===== src/rtl/sweep_pkg.sv =====
// Shared types and default sizes for the triangle sweep sequencer.
package sweep_pkg;

  localparam int WIDTH_DEF = 4;
  localparam int CNT_W_DEF = 8;

  typedef enum logic [1:0] {
    IDLE = 2'd0,
    RISE = 2'd1,
    FALL = 2'd2,
    DONE = 2'd3
  } state_t;

endpackage


===== src/rtl/sweep_step_alu.sv =====
// Combinational step unit: x +/- step, saturated to the captured [lo, hi] window.
module sweep_step_alu #(
  parameter int WIDTH = 4
) (
  input  logic [WIDTH-1:0] x,
  input  logic [WIDTH-1:0] step,
  input  logic [WIDTH-1:0] lo,
  input  logic [WIDTH-1:0] hi,
  input  logic             up,
  output logic [WIDTH-1:0] next
);

  // One extra bit keeps the carry/borrow visible so the clamp never sees a wrapped value.
  logic [WIDTH:0] sum;
  logic [WIDTH:0] diff;

  assign sum  = {1'b0, x} + {1'b0, step};
  assign diff = {1'b0, x} - {1'b0, step};

  always_comb begin
    if (up) begin
      next = (sum > {1'b0, hi}) ? hi : sum[WIDTH-1:0];
    end else begin
      next = (diff[WIDTH] || (diff[WIDTH-1:0] < lo)) ? lo : diff[WIDTH-1:0];
    end
  end

endmodule


===== src/rtl/sweep_sequencer.sv =====
// Runs N lo->hi->lo triangle sweeps of x with pause/abort and busy/done/err status.
module sweep_sequencer
  import sweep_pkg::*;
#(
  parameter int WIDTH = WIDTH_DEF,
  parameter int CNT_W = CNT_W_DEF
) (
  input  logic             clock,
  input  logic             reset,
  input  logic             start,
  input  logic [WIDTH-1:0] cfg_lo,
  input  logic [WIDTH-1:0] cfg_hi,
  input  logic [WIDTH-1:0] cfg_step,
  input  logic [CNT_W-1:0] cfg_sweeps,
  input  logic             pause,
  input  logic             abort,
  output logic [WIDTH-1:0] x,
  output logic             dir,
  output logic             busy,
  output logic             done,
  output logic             err,
  output logic [CNT_W-1:0] sweep_cnt
);

  state_t           state, state_nxt;
  logic [WIDTH-1:0] lo_q, hi_q, step_q;
  logic [CNT_W-1:0] sweeps_q;
  logic [WIDTH-1:0] x_nxt, alu_next;
  logic [CNT_W-1:0] cnt_nxt, cnt_inc;
  logic             dir_nxt, busy_nxt, done_nxt, err_nxt, capture;
  logic             running;

  assign running = (state == RISE) || (state == FALL);
  assign cnt_inc = sweep_cnt + CNT_W'(1);

  sweep_step_alu #(.WIDTH(WIDTH)) u_alu (
    .x    (x),
    .step (step_q),
    .lo   (lo_q),
    .hi   (hi_q),
    .up   (state == RISE),
    .next (alu_next)
  );

  always_comb begin
    // NOTE: every output of this block gets a default first, so no path can infer a latch.
    state_nxt = state;
    x_nxt     = x;
    dir_nxt   = dir;
    busy_nxt  = busy;
    done_nxt  = 1'b0;
    err_nxt   = 1'b0;
    cnt_nxt   = sweep_cnt;
    capture   = 1'b0;

    if (abort && (state != IDLE)) begin
      state_nxt = IDLE;
      busy_nxt  = 1'b0;
    end else if (!(pause && running)) begin
      unique case (state)
        IDLE: begin
          if (start) begin
            if ((cfg_lo > cfg_hi) || (cfg_step == '0)) begin
              err_nxt = 1'b1;
            end else begin
              capture   = 1'b1;
              x_nxt     = cfg_lo;
              dir_nxt   = 1'b1;
              cnt_nxt   = '0;
              busy_nxt  = 1'b1;
              state_nxt = RISE;
            end
          end
        end
        RISE: begin
          if (x == hi_q) begin
            dir_nxt   = 1'b0;
            state_nxt = FALL;
          end else begin
            x_nxt = alu_next;
          end
        end
        FALL: begin
          if (x == lo_q) begin
            cnt_nxt = cnt_inc;
            if ((sweeps_q != '0) && (cnt_inc == sweeps_q)) begin
              busy_nxt  = 1'b0;
              done_nxt  = 1'b1;
              state_nxt = DONE;
            end else begin
              dir_nxt   = 1'b1;
              state_nxt = RISE;
            end
          end else begin
            x_nxt = alu_next;
          end
        end
        DONE:    state_nxt = IDLE;
        default: state_nxt = IDLE;
      endcase
    end
  end

  // NOTE: sequential state uses non-blocking assignments only, so every register samples pre-edge values.
  always_ff @(posedge clock or negedge reset) begin
    if (!reset) begin
      state     <= IDLE;
      x         <= '0;
      dir       <= 1'b1;
      busy      <= 1'b0;
      done      <= 1'b0;
      err       <= 1'b0;
      sweep_cnt <= '0;
    end else begin
      state     <= state_nxt;
      x         <= x_nxt;
      dir       <= dir_nxt;
      busy      <= busy_nxt;
      done      <= done_nxt;
      err       <= err_nxt;
      sweep_cnt <= cnt_nxt;
    end
  end

  // NOTE: the config copies are reset as well; they are few flops and keep the block free of X after reset.
  always_ff @(posedge clock or negedge reset) begin
    if (!reset) begin
      lo_q     <= '0;
      hi_q     <= '0;
      step_q   <= '0;
      sweeps_q <= '0;
    end else if (capture) begin
      lo_q     <= cfg_lo;
      hi_q     <= cfg_hi;
      step_q   <= cfg_step;
      sweeps_q <= cfg_sweeps;
    end
  end

endmodule


===== config.mk =====
export PLATFORM = sky130hd
export DESIGN_NAME = sweep_sequencer
export DESIGN_NICKNAME = d
export VERILOG_FILES = /design/src/rtl/sweep_pkg.sv /design/src/rtl/sweep_step_alu.sv /design/src/rtl/sweep_sequencer.sv
export SDC_FILE = /design/constraint.sdc
export NUM_CORES = 1
export LEC_CHECK = 0
export ABC_AREA = 1
export CORE_MARGIN = 4
export CORE_UTILIZATION = 27
export DETAILED_ROUTE_END_ITERATION = 8
export SETUP_SLACK_MARGIN = 0.4
export SYNTH_ARGS = -nofsm -noshare
export SYNTH_HDL_FRONTEND = slang
export SYNTH_SLANG_ARGS = --single-unit

===== constraint.sdc =====
create_clock -name clock -period 3.4 [get_ports clock]
set_input_delay 0.68 -clock clock [delete_from_list [all_inputs] [get_ports clock]]
set_output_delay 0.68 -clock clock [all_outputs]
set_load 0.005 [all_outputs]

### Word-level counts from Yosys, hierarchy flattened

Index checks and enable logic that the tools add are counted.

* bits in registers: 38
* bits of input ports: 25
* output and inout bits: 16
* logic and storage cells: 102

* $add $sub $neg: 3
* order comparisons: 3
* equality and inequality tests: 19
* multiplexer cells: 46
* bitwise logic cells: 2
* reduce and logical (&&, ||, !) cells: 18

Operators with widths (count)
* 2-to-1 mux 4 bit: 7
* 2-to-1 mux 1 bit: 24
* 2-to-1 mux 8 bit: 3
* case mux 8 bit (2 select lines): 1
* 2-to-1 mux 2 bit: 7
* != test 2 bit (second input constant): 7
* case mux 4 bit (3 select lines): 1
* AND reduction 6 bit: 2
* != test 3 bit (second input constant): 3
* adder 8 x 1 -> 8 bit (second input constant): 1
* equality test 4 bit: 2
* equality test 8 bit: 1
* case mux 2 bit (4 select lines): 1
* AND reduction 8 bit: 1
* nonzero test 8 bit: 1
* AND reduction 7 bit: 1
* != test 3 x 1 -> 1 bit (second input constant): 2
* nonzero test 3 bit: 2
* adder 4 x 4 -> 5 bit: 1
* greater-than comparator 5 x 4 -> 1 bit: 1
* AND reduction 5 bit: 1
* subtractor 4 x 4 -> 5 bit: 1
* equality test 2 bit (second input constant): 2
* greater-than comparator 4 bit: 1
* other kinds (11): 17

### Logic depth before layout (Yosys ltp)

Gate-level depths: netlist (run 1).

* depth after elaboration: 8
* mapped depth: 18
* mapped depth without buffers: 18

### Cells and area by module

From an unflattened synthesis (run 1), not the netlist that was laid out.

* cell total of the unflattened synthesis: 438
* area, all modules: 3004.1 um^2

Modules (own cells, without submodules)
* sweep_sequencer: instances 1, cells each 331, area an instance 2297.2 um^2, seq. area each 952.2 um^2
* sweep_step_alu: instances 1, cells each 107, area an instance 706.9 um^2, seq. area each 0.0 um^2

### Worst setup path after synthesis (run 1)

OpenSTA, ideal clock, no wires.

* kind: register to register
* from: register x[1]
* to: register x[0]
* data arrival time: 2.395 ns
* setup slack: 0.888 ns
* stages on the path, launching flop included: 16
* buffers on the path: 0
* period minus slack after synthesis: 2.512 ns
* cells stage by stage: dfrtp_1 > inv_1 > fa_1 > or2_2 > nand2_1 > inv_1 > ha_1 > nand2_1 > o21ai_0 > nand2_1 > nand2_1 > nand2_1 > nand3_1 > nand3_1 > nand3_1 > nand2_1

* word-level cells in the longest chain between the ends: 7

Ends and longest elaborated chain
* start: declaration: RTL line sweep_sequencer.sv:17 `output logic [WIDTH-1:0] x,`
* start signal: assignment: RTL line sweep_sequencer.sv:116 `x <= x_nxt;`
* subtractor 4 x 4 -> 5 bit: RTL line sweep_step_alu.sv:18 `assign diff = {1'b0, x} - {1'b0, step};`
* less-than comparator 4 bit: RTL line sweep_step_alu.sv:24 `next = (diff[WIDTH] || (diff[WIDTH-1:0] < lo)) ? lo : diff[WIDTH-1:0];`
* logical OR 1 bit: RTL line sweep_step_alu.sv:24
* 2-to-1 mux 4 bit: RTL line sweep_step_alu.sv:24
* 2-to-1 mux 4 bit: RTL line sweep_step_alu.sv:21 `if (up) begin`
* 2-to-1 mux 4 bit, on equally long branches: RTL line sweep_sequencer.sv:84, sweep_sequencer.sv:76
* case mux 4 bit (3 select lines): RTL line sweep_sequencer.sv:60 `unique case (state)`

Several ways; a longest one is shown, not always the timed one. The select of a mux whose other input is x is not followed.
A chain may end at the register's enable or synchronous reset.

### Worst setup path after layout (run 1)

* from: register x[0]
* to: register x[1]

The elaborated chain is that of the path after synthesis.

==> flow_metrics.env, run 1 <==
export IMPL_min_path_type="register to register"
export IMPL_worstSetupPathType="register to register"
export IMPL_syn_area_per_cell_um2=7.00
export IMPL_clk_pin_slew_ns=0.08
export IMPL_async_flop_share=1.00
export IMPL_arrival_ns=2.90
export IMPL_cts_sinks=38
export IMPL_placed_area_um2=3430
export IMPL_synthCells=411
export IMPL_p_sw_frac=0.498
export IMPL_gp_congestion=0.884
export IMPL_period_minus_slack_ns=2.72
export IMPL_synthMostInstantiatedCell="nand2_1"
export IMPL_utilization=0.341
export IMPL_gr_total_overflow=0
export IMPL_ios=41
export IMPL_outcome="complete, no violations"
export IMPL_antenna_found_initial=0
export IMPL_finalHoldViolations=0
export IMPL_route_detailed_drc=0
export IMPL_layout_nets=507
export IMPL_slew_limit_headroom=0.408
export IMPL_fp_row_count=37
export IMPL_yosys_most_used_dff="dfrtp_1"
export IMPL_diodes=0
export IMPL_start_kind="register"
export IMPL_drv_slew=0
export IMPL_final_cell_area_um2=3540
export IMPL_p_total_mw=3.22
export IMPL_clock_path_buffers=2
export IMPL_grt_pass1_vias=2574
export IMPL_p_switching_mw=1.60
export IMPL_gr_usage_all_layers=0.115
export IMPL_core_area_um2=10400
export IMPL_synth_top_family_by_area="simple AND/OR/NAND/NOR gates"
export IMPL_synth_yosys_seq_area_share=0.331
export IMPL_cp_data_required_time_ns=3.58
export IMPL_die_h_um=111
export IMPL_seqPwrFrac=0.250
export IMPL_drt_first_pass_iters=5
export IMPL_synth_enable_flop_cells=0
export IMPL_grt_pass1_wl_mm=12.0
export IMPL_yosys_warnings=0
export IMPL_clock_skew_ns=0.00695
export IMPL_dp_hpwl_mm=5.47
export IMPL_fp_dieW_um=111
export IMPL_synth_area_mux_share=0
export IMPL_pwr_share_comb=0.648
export IMPL_synth_cell_types=26
export IMPL_grt_max_degree=39
export IMPL_drive_above_1_share=0.0613
export IMPL_initial_core_util=0.277
export IMPL_die_area_um2=12400
export IMPL_port_buffers=40
export IMPL_synth_xor_area_frac=0.0335
export IMPL_p_int_mw=1.62
export IMPL_ant_nets=0
export IMPL_yosys_area_top_type="dfrtp_1"
export IMPL_tns_ns=0
export IMPL_power_density_nw_per_um2=909
export IMPL_drt_iter0_drc=153
export IMPL_wire_per_inst_um=11.7
export IMPL_p_clk_frac=0.101
export IMPL_path_max_fanout=6
export IMPL_synth_simple_gate_area_frac=0.319
export IMPL_clock_latency_ns=0.29
export IMPL_leakagePower_nw=1.79
export IMPL_cts_htree_levels=2
export IMPL_numCtsBuffers=5
export IMPL_syn_area_um2=2880
export IMPL_fmax_mhz=368
export IMPL_cp_end_kind="register"
export IMPL_area_growth_pct=23.1
export IMPL_viasPerCell=4.48
export IMPL_worstMarginPinSlew_ns=0.888
export IMPL_synth_nets=462
export IMPL_peakVddDrop_uv=315
export IMPL_rsz0062_at_grt="yes"
export IMPL_cts_tree="yes"
export IMPL_synth_seq_cells=38
export IMPL_synthAdderAreaFrac=0.118
export IMPL_dp_cells=584
export IMPL_root_buffer="clkbuf_8"
export IMPL_synth_top_cells_by_count="113 x nand2_1, 70 x inv_1, 42 x nand3_1"
export IMPL_num_vias=2656
export IMPL_finalWirelength_mm=6.92
export IMPL_synth_top_area_frac=0.322
export IMPL_maxCapViolCount=0
export IMPL_synthTopCellsByArea="dfrtp_1 32%, nand2_1 15%, ha_1 10%"
export IMPL_finalSetupViolCount=0
export IMPL_post_route_period_util=0.799
export IMPL_synth_compound_area_share=0.0970
export IMPL_layout_cells_non_filler=593
-- power groups by stage --
stage	Clock (mW)	Combinational [mW]	Sequential (mW)
2_1_floorplan	0	1.54	0.773
3_3_place_gp	0	2.01	0.819
3_5_place_dp	0	2.04	0.819
4_1_cts	0.340	2.06	0.813
5_1_grt	0.367	2.42	0.829
6_report	0.326	2.09	0.806
-- stage by stage --
step,setup WS [ns],hold slack [ns]
floorplan,0.888,0.384
global placement,0.573,0.459
detailed placement,0.483,0.458
CTS,0.574,0.471
global route,0.396,0.496
finish,0.683,0.466
-- timing repair --
action / 4_1_cts / 5_1_grt
hold buffers: 0 / 0
setup endpoints to repair: 0 / 4
endpoints found under the hold margin: 0 / 0
buffers inserted: 0 / 1
resized for setup: 0 / 4
-- cell usage in the layout (no fill, tap or decap), drive strengths merged --
cell and instances:
nand2 116, inv 70, nand3 44, clkdlybuf4s50 39, dfrtp 37, nor2 33
ha 24, a21oi 22, o21ai 21, xor2 11, nand4 8, o31ai 6
clkbuf 6, buf 5, nor3 3, nand3b 3, fa 2, o21bai 2
or2 1, nor4 1, clkinv 1, clkinvlp 1, dfstp 1
-- logic make-up after synthesis --
group                      Yosys count
AOI/OAI and AO/OA                   51
xor gates and xnor gates            11
buffers and inverters               76
and+or+nand+nor                    209
DFF                                 38
adders and majority gates           26
-- cell type report --
cell class	instances	area, um2
Clock buffer	6	82.6
Timing Repair Buffer	44	425
Clock inverter	2	12.5
Sequential cell	38	955
Inverter	70	263
Fill cell	1108	6830
Tap cell	136	170
Multi-Input combinational cell	297	1630
-- worst max-delay path, cell delays in order (launching register included) --
cell	delay [ns]
dfrtp_2	0.44
ha_1	0.16
inv_1	0.06
fa_1	0.37
or2_2	0.31
nand2_1	0.10
inv_1	0.05
ha_1	0.28
nand2_1	0.05
o21ai_0	0.14
nand2_1	0.11
nand2_1	0.16
nand2_1	0.07
nand3_1	0.08
nand3_1	0.09
nand3_1	0.09
nand2_1	0.05
-- final timing paths --
check / depth (start not counted) / slack, ns / endpoint / startpoint
setup reg to reg: 16 / 0.68 / x[1] / x[0]
max in group asynchronous: 1 / 2.28 / x[1] / reset
min in group asynchronous: 1 / 0.50 / sweeps_q[3] / reset
setup / recovery: 16 / 0.68 / x[1] / x[0]
hold / removal: 2 / 0.47 / dir / dir
hold reg to reg: 2 / 0.47 / dir / dir
-- registers in the layout, indices dropped and copies added (netlist names) --
name,flops
state,2
done,1
sweeps_q,8
busy,1
lo_q,4
hi_q,4
sweep_cnt,8
err,1
step_q,4
x,4
dir,1
-- per-layer routing --
layer	GRT usage	vias to the layer above	share of wire
met5	0	-	0
met4	0.0251	0	0.0082
met3	0.0229	4	0.044
li1	-	1399	-
met2	0.190	50	0.45
met1	0.155	1203	0.50
Power figures use the tool's default switching activity.
==> run 2: changes to the inputs <==
Clock period 3.4 ns to 2.4 ns, I/O delays scaled along.
==> run 2 against run 1 <==
Compared with the run above: the run now ends with negative setup slack left; cell area rose by 17%; register-to-register slack got worse by 0.75 ns; via count rose by 9.1%; cell count rose by 4.0%; global-route usage rose by 0.80 points; clock skew rose by 0.0032 ns; maximum frequency rose by 10%; critical endpoint is now x[2].
==> flow_metrics.env, run 2 (synthesis gave the netlist of run 1 again) <==
export IMPL_drv_slew=0
export IMPL_fin_ws_ns=-0.0655
export IMPL_cpLargestDelayFamily="simple AND/OR/NAND/NOR gates"
export IMPL_slew_limit_headroom=0.685
export IMPL_cp_data_required_time_ns=2.58
export IMPL_pre_cts_slack_ns=-0.0956
export IMPL_port_buffers=40
export IMPL_gr_total_overflow=0
export IMPL_crit_cells=17
export IMPL_power_density_nw_per_um2=1410
export IMPL_period_minus_slack_ns=2.47
export IMPL_gr_usage_all_layers=0.123
export IMPL_whs_ns=0.130
export IMPL_cp_slowest_cell="dfrtp_1"
export IMPL_maxCapViolCount=0
export IMPL_cts_htree_levels=2
export IMPL_peakVddDrop_uv=475
export IMPL_post_route_period_util=1.03
export IMPL_path_cells="inv_2 > ha_4 > nor2_2 > nor2_1 > o21ai_1 > xor2_1 > inv_1 > ha_4 > nand2_2 > o21ai_2 > nand2_2 > nand2_4 > nand2_1 > nand3_2 > nand3_2 > nand3_2 > nand2_1"
export IMPL_leakagePower_nw=2.03
export IMPL_drive_above_1_share=0.235
export IMPL_drt_iter0_drc=198
export IMPL_ant_nets=0
export IMPL_reg_top3="sweep_cnt x8, sweeps_q x8"
export IMPL_final_cell_mix="103 x nand2_1, 61 x inv_1, 32 x nand3_1"
export IMPL_crit_top_cell="nand3_2"
export IMPL_route_detailed_drc=0
export IMPL_die_h_um=111
export IMPL_finalWirelength_mm=8.00
export IMPL_ios=41
export IMPL_min_path_type="primary input to asynchronous set/reset pin"
export IMPL_numCtsBuffers=5
export IMPL_ctsHoldBuffers=0
export IMPL_wire_per_inst_um=13.0
export IMPL_clock_latency_ns=0.30
export IMPL_antenna_found_initial=0
export IMPL_fillers=1090
export IMPL_violations="negative setup slack"
export IMPL_initial_core_util=0.277
export IMPL_cp_end_kind="register"
export IMPL_fp_dieW_um=111
export IMPL_finalHoldViolations=0
export IMPL_root_buffer="clkbuf_8"
export IMPL_drt_first_pass_iters=4
export IMPL_die_area_um2=12400
export IMPL_diodes=0
export IMPL_r2r_cells=17
export IMPL_grt_max_degree=23
export IMPL_layout_nets=531
export IMPL_grt_pass1_vias=2756
export IMPL_crit_buf_inv=2
export IMPL_crit_end="x[2]"
export IMPL_area_growth_pct=43.6
export IMPL_viasPerCell=4.70
export IMPL_rsz0062_at_grt="yes"
export IMPL_arrival_ns=2.65
export IMPL_clock_path_buffers=2
export IMPL_placed_area_um2=3610
export IMPL_cts_sinks=38
export IMPL_num_vias=2899
export IMPL_fmax_mhz=406
export IMPL_fp_row_count=37
export IMPL_start_kind="register"
export IMPL_worstSetupPathType="register to register"
export IMPL_final_common_cell="nand2_1"
export IMPL_slowest_delay_ns=0.40
export IMPL_clk_pin_slew_ns=0.08
export IMPL_startpoint="step_q[1]"
export IMPL_cts_tree="yes"
export IMPL_final_cell_area_um2=4130
export IMPL_gp_congestion=0.902
export IMPL_r2r_end="x[2]"
export IMPL_finalSetupViolCount=4
export IMPL_clock_skew_ns=0.0101
export IMPL_core_area_um2=10400
export IMPL_utilization=0.398
export IMPL_reg2reg_slack_ns=-0.07
export IMPL_dp_hpwl_mm=5.85
export IMPL_path_max_fanout=5
export IMPL_outcome="finished, violations left"
export IMPL_worstMarginPinSlew_ns=0.473
export IMPL_r2r_start="step_q[1]"
export IMPL_grt_pass1_wl_mm=12.7
-- run 2: worst min path at each step --
stage / start / end / slack [ns] / cells past startpoint
CTS: reset / x[3] / 0.13 / 1
global route: reset / x[3] / 0.16 / 1
global placement: dir / dir / 0.46 / 2
floorplan: reset / busy / 0.18 / 0
detailed placement: reset / x[3] / 0.46 / 1
finish: reset / x[3] / 0.13 / 1
-- run 2: metal layers --
metal  vias up  GRT usage  wire, um
met5         -          0         0
met2        74      0.206      3930
met3        15     0.0246       346
li1       1449          -         -
met1      1361      0.158      3550
met4         0     0.0422       175
-- run 2: power by group --
part	leakage [nW]	switching (mW)	internal, mW
registers	0.461	0.239	0.889
clock network	0.0452	0.249	0.205
logic	1.53	2.40	1.83
total	2.03	2.89	2.92
-- run 2: cell type report --
class	count	area, um2	share of cell area
Timing Repair Buffer	68	686	0.166
Clock inverter	2	13.8	0.00333
Sequential cell	38	961	0.233
Tap cell	136	170	0.0412
Inverter	70	263	0.0636
Multi-Input combinational cell	297	1960	0.476
Clock buffer	6	72.6	0.0176
-- run 2: metrics by stage --
stage | TNS, ns | cells | total power, mW
6_report | -0.185 | 617 | 5.81
5_1_grt | -0.883 | 617 | 6.38
4_1_cts | -0.121 | 608 | 5.16
3_5_place_dp | -0.376 | 596 | 4.46
3_3_place_gp | -0.120 | 596 | 4.38
2_1_floorplan | 0 | 411 | 3.49
-- run 2: timing repair --
| action | CTS | global route |
|---|---|---|
| gates resized for setup | 22 | 59 |
| gates cloned | 1 | 3 |
| setup endpoints to repair | 34 | 36 |
| pin swaps | 9 | 15 |
| buffers inserted | 3 | 6 |
==> run 3: changes to the inputs <==
Settings changed: SLEW_MARGIN set to 20.
==> results of run 3 <==
Same layout as run 2: the final DEF is identical, and so are final timing and power.
==> variant 1, RTL diff (config.mk and constraints of run 2) <==
Reset style: synchronous (`reset`), changed in 2 clocked blocks.
--- a/src/rtl/sweep_sequencer.sv
+++ b/src/rtl/sweep_sequencer.sv
@@ -102,7 +102,7 @@
   end
 
   // NOTE: sequential state uses non-blocking assignments only, so every register samples pre-edge values.
-  always_ff @(posedge clock or negedge reset) begin
+  always_ff @(posedge clock) begin
     if (!reset) begin
       state     <= IDLE;
       x         <= '0;
@@ -123,7 +123,7 @@
   end
 
   // NOTE: the config copies are reset as well; they are few flops and keep the block free of X after reset.
-  always_ff @(posedge clock or negedge reset) begin
+  always_ff @(posedge clock) begin
     if (!reset) begin
       lo_q     <= '0;
       hi_q     <= '0;
Behaviour: differs if reset is asserted again (counterexample within 4 cycles, from zero or initial values and one cycle with reset low); with reset held inactive, the same outputs for 4 cycles.
==> variant 1 against run 2 <==
- the flow still finishes with violations (setup timing)
- clock power grew 1%
- design area fell by 4.4%
- sequential share of layout area fell by 3.6 points
- routed wire length fell by 2.6%
- non-clock buffer count up 10
- global-route usage is 0.61 points higher
- sequential cell count unchanged
- synthesized area fell by 3.2%
- power decreased by 6.7%
- sequential power decreased by 12%
- count of clock-buffer cells in the layout rose by 1
- worst setup slack gained 0.017 ns
- critical path type unchanged
- largest cell class unchanged
==> variant 1: results (changes against run 2) <==
[timing]
skew_ns=0.007727  ; was 0.01012 ns
period_needed_ns=2.448  ; was 2.466 ns
setup_viol=4  ; unchanged
layout_setup_ws_ns=-0.04809  ; was -0.06550 ns
finalSetupTns_ns=-0.1192  ; was -0.1847 ns
whs_ns=0.4643  ; was 0.1297 ns

[logic_synthesis]
synthTopCellsByCount=nand2_1 (116), inv_1 (57), nor2_1 (56)  ; was nand2_1 (113), inv_1 (70), nand3_1 (42)
synth_xor_area_share_pct=2.833  ; was 3.351%
async_flop_share_pct=0  ; was 100.0%
synth_seq_area_share_pct=27.34  ; was 33.12%
synth_compound_area_share_pct=11.29  ; was 9.704%
synthTopCellsByArea=dfxtp_1 (27%), nand2_1 (16%), ha_1 (11%)  ; was dfrtp_1 (32%), nand2_1 (15%), ha_1 (10%)
ys_types=27  ; was 26

[grt]
grt_max_degree=36  ; was 23
use_met3_pct=1.762  ; was 2.456%
globalRouteMet2Util_pct=21.45  ; was 20.59%
grt_usage_pct=12.91  ; was 12.30%
grt_pass1_wl_um=12480  ; was 12660 um

[power]
power.ir.vdd_worst_uv=492.8  ; was 475.4 uV
leakagePower_nw=1.786  ; was 2.032 nW
clockPowerShare_pct=8.5  ; was 7.8%
power_density_nw_per_um2=1373  ; was 1406 nW/um^2
power_w=0.005419  ; was 0.005808 W

[route]
wl_met3_um=296  ; was 346 um
wl_met1_um=3771  ; was 3552 um
vias=2966  ; was 2899
wl_um=7797  ; was 8002 um
vias_per_cell=4.556  ; was 4.699
drtIter0Drc=156  ; was 198

[cells_and_area]
drive_above_1_share_pct=20.85  ; was 23.49%
nFlopsAndLatches=38  ; unchanged
clkbuf_count=7  ; was 6
n_fill_cell=1073  ; was 1090
buffer_area_share_pct=18.54  ; was 16.60%
inv_count=60  ; was 70
clkCellAreaFrac_pct=2.314  ; was 2.090%
buffers=78  ; was 68
seq_share_pct=19.68  ; was 23.27%

[setup_path]
critPathTopFamily=adder cells  ; was simple AND/OR/NAND/NOR gates
worstRegToRegCells=16  ; was 17
path_max_fanout=3  ; was 5
crit_slowest_cell=fa_2  ; was dfrtp_1
max_stage_delay_ns=0.59  ; was 0.40 ns
rr_startpoint=x[0]  ; was step_q[1]

[outcome]
violations=setup timing  ; unchanged
outcome=finished, violations left  ; unchanged

[place]
dpl-instance-area_um2=3518  ; was 3608 um^2
place_congestion=0.8390  ; was 0.9015
hpwlAfterDp_um=5834  ; was 5851 um
dp.cells=626  ; was 596

[floorplanning]
core_um2=9910  ; was 10370 um^2

## variant 1: changes by cell type in the layout (fill, tap and decap cells not counted), sizes merged, moves of 10 or more
cell	run 2	this run
nor2	33	57
dfrtp	37	0
buf	28	38
a21oi	22	36
inv	70	59
dfxtp	0	38
nand3	44	54
## variant 1: how the worst max path moves through the flow
stage / to / startpoint / slack, ns
after floorplan: x[2] / x[0] / 0.19
after global placement: x[2] / step_q[2] / -0.05
after detailed placement: x[2] / step_q[2] / -0.08
after CTS: x[2] / step_q[0] / 0.03
after global routing: x[0] / x[0] / -0.19
final: x[0] / x[0] / -0.05
## variant 1: what timing repair did
item | in CTS | in global routing
hold endpoints to repair | 0 | 0
gates resized for setup | 24 | 38
endpoints found under the setup margin | 20 | 18
pin swaps | 16 | 21
cloned | 1 | 0
setup buffers | 14 | 2
## variant 1: tightest hold or removal path: cells and delay by family (launching register included)
| family | cells | cell delay (ns) |
|---|---|---|
| AND/OR/NAND/NOR | 2 | 0.10 |
| flip-flops | 1 | 0.33 |
==> variant 2, RTL diff (config.mk and constraints of run 2) <==
Made on the original files. The package constant `CNT_W_DEF` goes from 8 to 10.
--- a/src/rtl/sweep_pkg.sv
+++ b/src/rtl/sweep_pkg.sv
@@ -2,7 +2,7 @@
 package sweep_pkg;
 
   localparam int WIDTH_DEF = 4;
-  localparam int CNT_W_DEF = 8;
+  localparam int CNT_W_DEF = 10;
 
   typedef enum logic [1:0] {
     IDLE = 2'd0,
Interface: changed (resized cfg_sweeps and sweep_cnt); port bits go from 41 to 45. No check against the original RTL was run, so the function may have changed too.
==> variant 2 against run 2 <==
- the run still ends with setup timing left
- count of clock-buffer cells in the layout is the same
- design area is 7.6% higher
- combinational power fell by 9.0%
- synthesized area rose by 7.1%
- cell count grew 5.5%
- sequential cell count increased by 4
- power is 1.3% lower
- routed wire length is 12% higher
- worst setup slack lost 0.011 ns
==> variant 2: results (changes against run 2) <==
[cells_and_area]
ff_latch_area_um2=1057  ; was 960.9 um^2
layout.nets=563  ; was 531
reg.largest.list=sweep_cnt x10, sweeps_q x10  ; was sweep_cnt x8, sweeps_q x8
drive_above_1_share_pct=27.01  ; was 23.49%
buffers=81  ; was 68
buffer_area_share_pct=16.72  ; was 16.60%
multi_input_area_share_pct=46.71  ; was 47.56%
n_fill_cell=1113  ; was 1090
final_cell_count_no_fill=651  ; was 617
inv_count=65  ; was 70
clkCellAreaFrac_pct=3.209  ; was 2.090%
multi_input_area_um2=2076  ; was 1964 um^2
multi_input_cells=315  ; was 297

[logic_synthesis]
postSynthAreaPerCell_um2=7.181  ; was 6.996 um^2
synth_xor_area_share_pct=3.940  ; was 3.351%
synthTopCellsByCount=nand2_1 (105), inv_1 (60), nor2_1 (42)  ; was nand2_1 (113), inv_1 (70), nand3_1 (42)
synth_compound_area_share_pct=11.90  ; was 9.704%
synthAdderAreaFrac_pct=11.05  ; was 11.84%
synth_fp_nets=482  ; was 462
ys_types=33  ; was 26
synth_seq_area_share_pct=34.16  ; was 33.12%
synthTopCellsByArea=dfrtp_1 (33%), nand2_1 (13%), ha_1 (9.7%)  ; was dfrtp_1 (32%), nand2_1 (15%), ha_1 (10%)

[route]
first_pass_iters=5  ; was 4
drtIter0Drc=163  ; was 198
vias_per_cell=4.676  ; was 4.699

[place]
hpwlAfterDp_um=6584  ; was 5851 um
portBuffers=44  ; was 40
dpl-instance-area_um2=3875  ; was 3608 um^2
dp.cells=627  ; was 596
dp_worst_setup_slack_ns=-0.1960  ; was -0.09561 ns

[setup_path]
worstRegToRegCells=16  ; was 17
worstPathArrival_ns=2.65  ; about the same
path_max_fanout=8  ; was 5

[timing]
whs_ns=0.06028  ; was 0.1297 ns
worst_pin_slew_ns=0.3461  ; was 0.4726 ns
finalSetupTns_ns=-0.2527  ; was -0.1847 ns
layout_setup_ws_ns=-0.07669  ; was -0.06550 ns
setup_viol=4  ; unchanged

[power]
leakagePower_nw=2.047  ; was 2.032 nW
power.ir.vdd_worst_uv=762.8  ; was 475.4 uV

[outcome]
violations=setup timing  ; unchanged
outcome=finished, violations left  ; unchanged

[clock_tree]
post_cts_buffers=8  ; was 3
cts-resized-gates=56  ; was 22
clk_pin_slew_ns=0.06  ; was 0.08 ns
root_buffer=clkbuf_16  ; was clkbuf_8
clock_latency_ns=0.29

[grt]
grt_max_degree=21  ; was 23
grt_pass1_wl_um=14540  ; was 12660 um
grt_usage_pct=13.85  ; was 12.30%

[variant 2: cell count changes in the layout (fill, tap and decap cells not counted), moves of 5 or more]
| cell | change |
|---|---|
| nand3_2 | -6 |
| clkbuf_2 | +5 |
| dfrtp_1 | +7 |
| nor2_4 | +5 |
| nand2_1 | -7 |
| inv_1 | -11 |
| clkbuf_16 | +5 |
| dlymetal6s2s_1 | -7 |
| o21ai_1 | +11 |
| nor2_2 | +6 |
| buf_4 | +8 |
| clkbuf_8 | -5 |
[variant 2: logic make-up (layout without fill, tap and decap cells)]
logic type / count (synthesis) / count (layout)
DFF: 42 / 42
AOI/OAI and AO/OA: 68 / 68
xor gates and xnor gates: 13 / 13
and+or+nand+nor: 208 / 208
adders and majority gates: 26 / 26
buffers and inverters: 72 / 154
[variant 2: worst min path at each step]
stage	from	to	depth (start not counted)
CTS	reset	step_q[1]	1
floorplan	reset	busy	0
finish	reset	step_q[1]	1
detailed placement	reset	step_q[0]	1
global placement	reset	step_q[0]	1
global route	reset	step_q[1]	1
[variant 2: critical path, cell delays in order (launching register included)]
cell     delay [ns]
dfrtp_2        0.45
ha_4           0.23
nor2_2         0.07
nor2_1         0.05
o21ai_1        0.16
xor2_1         0.22
inv_2          0.09
ha_4           0.28
nand2_2        0.05
o21ai_1        0.12
o21ai_1        0.09
nand2_2        0.16
a21oi_2        0.07
o21ai_1        0.09
nand3_1        0.09
nand2_1        0.08
nand2_2        0.06
[variant 2: metal layers]
metal,up-vias,routed length [um],GRT usage (%)
met5,-,0,0
met1,1412,3805,16.79
met4,0,121,4.851
met3,8,415,2.947
li1,1553,-,-
met2,71,4587,24.29
[variant 2: power by group]
part           switching [W]  internal [W]
logic                0.00217       0.00167
clock network       0.000282      0.000386
registers           0.000249      0.000974
